--- src/rtl/serial_frame_tx.sv ---
// serial_frame_tx: parallel-to-serial frame transmitter.
// Sends start bit, DATA_BITS data bits LSB first, then a stop bit.
module serial_frame_tx #(
  parameter int unsigned DATA_BITS    = 8,
  parameter int unsigned CLKS_PER_BIT = 4
) (
  input  logic                 CLK,
  input  logic                 CLR,
  input  logic                 LOAD,
  input  logic [DATA_BITS-1:0] D,
  output logic                 READY,
  output logic                 Q,
  output logic                 Q_n,
  output logic                 BUSY,
  output logic                 DONE
);

  localparam int unsigned CW = $clog2(CLKS_PER_BIT + 1);
  localparam int unsigned BW = $clog2(DATA_BITS + 1);

  localparam logic [CW-1:0] T_LAST = CW'(CLKS_PER_BIT - 1);
  localparam logic [CW-1:0] T_ONE  = CW'(1);
  localparam logic [BW-1:0] B_LAST = BW'(DATA_BITS - 1);
  localparam logic [BW-1:0] B_ONE  = BW'(1);

  typedef enum logic [1:0] {
    IDLE,
    START,
    DATA,
    STOP
  } state_t;

  state_t               state_q;
  logic [CW-1:0]        tick_q;
  logic [CW-1:0]        tick_d;
  logic                 tick_end;
  logic [BW-1:0]        bit_q;
  logic [DATA_BITS-1:0] sr_q;
  logic                 q_q;
  logic                 qn_q;
  logic                 ready_q;
  logic                 busy_q;
  logic                 done_q;

  // Bit-time counter end detect and wrapped next value.
  always_comb begin
    tick_end = (tick_q == T_LAST);
    tick_d   = tick_end ? '0 : tick_q + T_ONE;
  end

  // Frame FSM; every output is registered, Q_n written beside Q.
  always_ff @(posedge CLK) begin
    if (CLR) begin
      state_q <= IDLE;
      tick_q  <= '0;
      bit_q   <= '0;
      sr_q    <= '0;
      q_q     <= 1'b1;
      qn_q    <= 1'b0;
      ready_q <= 1'b1;
      busy_q  <= 1'b0;
      done_q  <= 1'b0;
    end else begin
      case (state_q)
        IDLE: begin
          done_q <= 1'b0;
          if (LOAD) begin
            state_q <= START;
            sr_q    <= D;
            tick_q  <= '0;
            bit_q   <= '0;
            q_q     <= 1'b0;
            qn_q    <= 1'b1;
            ready_q <= 1'b0;
            busy_q  <= 1'b1;
          end
        end
        START: begin
          tick_q <= tick_d;
          if (tick_end) begin
            state_q <= DATA;
            q_q     <= sr_q[0];
            qn_q    <= ~sr_q[0];
            sr_q    <= sr_q >> 1;
            bit_q   <= '0;
          end
        end
        DATA: begin
          tick_q <= tick_d;
          if (tick_end) begin
            if (bit_q == B_LAST) begin
              state_q <= STOP;
              q_q     <= 1'b1;
              qn_q    <= 1'b0;
              done_q  <= (T_LAST == '0);
            end else begin
              q_q   <= sr_q[0];
              qn_q  <= ~sr_q[0];
              sr_q  <= sr_q >> 1;
              bit_q <= bit_q + B_ONE;
            end
          end
        end
        STOP: begin
          tick_q <= tick_d;
          if (tick_end) begin
            state_q <= IDLE;
            ready_q <= 1'b1;
            busy_q  <= 1'b0;
            done_q  <= 1'b0;
          end else begin
            done_q <= (tick_d == T_LAST);
          end
        end
      endcase
    end
  end

  assign READY = ready_q;
  assign BUSY  = busy_q;
  assign Q     = q_q;
  assign Q_n   = qn_q;
  assign DONE  = done_q;

endmodule

--- config.mk ---
export PLATFORM = sky130hd
export DESIGN_NAME = serial_frame_tx
export DESIGN_NICKNAME = d
export VERILOG_FILES = /design/src/rtl/serial_frame_tx.sv
export SDC_FILE = /design/constraint.sdc
export NUM_CORES = 1
export LEC_CHECK = 0
export CAP_MARGIN = 10
export CORE_MARGIN = 1
export CORE_UTILIZATION = 58
export DETAILED_ROUTE_END_ITERATION = 12
export PLACE_DENSITY = 0.87
export REMOVE_ABC_BUFFERS = 1
export SYNTH_ARGS = -nofsm -noshare
export SYNTH_HDL_FRONTEND = slang
export SYNTH_SLANG_ARGS = --single-unit
export TNS_END_PERCENT = 50
--- constraint.sdc ---
create_clock -name CLK -period 4.7 [get_ports CLK]
set_input_delay 0.47 -clock CLK [delete_from_list [all_inputs] [get_ports CLK]]
set_output_delay 0.47 -clock CLK [all_outputs]
set_load 0.01 [all_outputs]
==> summary.txt <==
STA
  • RSZ-0062 raised after global routing: no
  • Slew HR: 49.4%
  • Maximum clock rate: 0.448 GHz
  • Final Max Tran Viols: 0
  • Worst setup margin: 2470 ps
  • Final period utilization: 47.5%
  • WHS: 471 ps
  • Final min period: 2230 ps
  • Worst Tran Pin Value: 758 ps
  • Worst Clk Skew: 3.40 ps
  • TNS Setup: 0 ps
  • Final setup vio count: 0
  • Hold Vio Cnt, Final: 0

Synth
  • #FFs+latches synth: 22
  • Asr flop ratio synth: 0%
  • Post-synth cell types: 37
  • Mean Syn Cell Area: 9.42 sq um
  • EDFF count, synth: 0
  • Yosys top cell by area: dfxtp_1
  • Seq/Total Area, Yosys: 34.6%
  • Yosys top cell area share: 34.6%
  • Netlist Area Pre-Place: 0.00127 sq mm
  • Most numerous cell in the Yosys netlist: dfxtp_1
  • Main synth FF type: dfxtp_1
  • Synth top area cells: dfxtp_1 (35%), mux2i_1 (8.7%), ha_1 (7.9%), o211a_1 (5.5%), o211ai_1 (4.1%)
  • Syn. warnings: 0
  • Synth Instances: 135
  • Synth top cells by count: dfxtp_1 (22), nand2_1 (13), mux2i_1 (11), a21oi_1 (10), ha_1 (8)

Critical path
  • Worst-path fanout max: 12
  • WS Path Type: reg2reg
  • Worst path required time: 4930 ps
  • Startpoint type of the worst setup path: flip-flop
  • Critical Path End Type: flip-flop
  • CP arrival: 2460 ps

Global routing
  • Global-route wire length before repair: 4510 microns
  • Total grt overflow: 0
  • GRT busiest layer: met2
  • Pin count of the biggest net entering global routing: 21
  • Met1 usage: 28.9%
  • Antenna violations before repair: 0
  • Vias in the first global route: 996
  • GRT Util Overall: 24.8%
  • Met3 Track Usage GR: 2.80%
  • Met2 Usage GRT: 45.4%

Floorplan
  • Die area: 0.00238 sq mm
  • Cell Rows: 16
  • Core area: 0.00200 sq mm
  • Die Y: 48.8 microns
  • Ports: 16
  • Die extent in x: 48.8 microns
  • Starting Density: 63.5%

Cells and area
  • Final Cell Area: 0.00145 sq mm
  • Final Instance Count excl. Fillers: 174
  • Final #Nets: 167
  • Share of cells above drive strength 1: 8.84%
  • Area Overhead vs Synth: 14.2%
  • Ant diodes: 0

Run status
  • Status: finished clean

Power
  • Int Pwr: 0.497 mW
  • NetSw: 0.340 mW
  • Switch share: 40.6%
  • Comb pwr share: 53.0%
  • Flop pwr share: 34.3%
  • LEAKAGE: 0.585 nW
  • Max IR drop VDD: 0.383 mV
  • Clock power share: 12.7%
  • Power per Cell Area: 577 mW/mm^2

Clock tree
  • CTS max path bufs: 2
  • Later-pin clock latency in the skew report: 310 ps
  • CTS Buf Count: 3
  • Hold_buf cts: 0
  • Root Driver: clkbuf_4
  • # resized after CTS: 0
  • H-tree Lvls: 1
  • Post-CTS Setup Inserts: 0
  • Num Clock Sinks: 22
  • CTS tree: built
  • Clock transition at the registers of the reported paths: 120 ps

Placed design
  • Dpl cell area: 0.00142 sq mm
  • Final HPWL DP: 1940 microns
  • Pre-CTS WS: 2330 ps
  • IO Port Bufs: 15
  • GP Congestion: 0.826
  • Placed cell count: 170

Routing
  • Initial DRC count: 23
  • Final wirelength: 2660 microns
  • # DRC: 0
  • Detailed Routing Iterations Pass 1: 2
  • Vias per cell: 5.99
  • Vias post-DR: 1,043
  • Post-DRT Antenna Nets: 0
  • Routed len/inst: 15.3 microns

Min path
  • Worst hold path type: reg2reg

Run
  • Max Cap Viol: 0
kinds of logic (layout without fill, tap and decap cells):
| group | after synthesis | in the layout | share of synthesized area, % |
|---|---|---|---|
| AND/OR/NAND/NOR | 41 | 41 | 20.0 |
| multiplexers | 11 | 11 | 8.66 |
| adder cells (fa/ha/maj) | 8 | 8 | 7.87 |
| flip-flops | 22 | 22 | 34.6 |
| AO/OA/AOI/OAI | 41 | 41 | 24.2 |
| buffers and inverters | 12 | 24 | 4.63 |
per-layer routing:
layer	wire length (microns)	vias up
met2	1420	15
met4	44	0
li1	-	517
met1	1150	506
met5	0	-
met3	45	5
sequential cells by signal (all words and copies together), names as in the netlist:
register / flops
sr_q: 8
bit_q: 4
tick_q: 3
state_q: 2
BUSY: 1
DONE: 1
Q: 1
Q_n: 1
READY: 1
worst max-delay path, stage by stage, from the launching register on:
cell	delay, ps
dfxtp_1	370
inv_1	140
ha_1	240
nor2b_1	640
nor2_4	110
o21a_1	310
a311oi_1	340
placed cells by master (no fill, tap or decap), types with 2 or more instances in the layout:
cell type / n
o21bai_1: 2
clkbuf_4: 3
nand2_1: 13
ha_1: 8
nand3_1: 3
nor2_4: 2
o211a_1: 7
o21a_1: 2
a21oi_1: 10
nor2_1: 6
o21ai_0: 6
mux2i_1: 11
dfxtp_1: 22
nor3b_1: 2
nor2b_1: 2
inv_1: 5
nand2b_1: 4
clkdlybuf4s50_1: 15
o211ai_1: 7
through the flow:
stage          power, mW  utilization [%]
5_1_grt            0.892             72.5
4_1_cts            0.836             72.5
3_3_place_gp       0.703             70.7
6_report           0.837             72.5
2_1_floorplan      0.615                -
3_5_place_dp       0.730             70.7
power by group through the flow:
| stage | Clock [mW] | Sequential (mW) | Combinational [mW] |
|---|---|---|---|
| 2_1_floorplan | 0 | 0.286 | 0.329 |
| 3_3_place_gp | 0 | 0.285 | 0.418 |
| 3_5_place_dp | 0 | 0.291 | 0.439 |
| 4_1_cts | 0.107 | 0.286 | 0.443 |
| 5_1_grt | 0.115 | 0.294 | 0.483 |
| 6_report | 0.107 | 0.287 | 0.444 |
worst paths after layout:
path              startpoint       end  slack [ps]  cells after the start
hold reg to reg         DONE      DONE         470                      2
hold / removal          DONE      DONE         470                      2
setup reg to reg  state_q[1]  bit_q[3]        2470                      6
setup / recovery  state_q[1]  bit_q[3]        2470                      6
final cells by class:
cell class              instances  area (sq um)
multi-input cells             101           772
fillers                       146           551
flip-flops and latches         22           440
repair buffers                 15           150
clock buffers                   4          36.3
well taps                      27          33.8
inverters                       5          18.8
(Power assumes the default switching activity.)
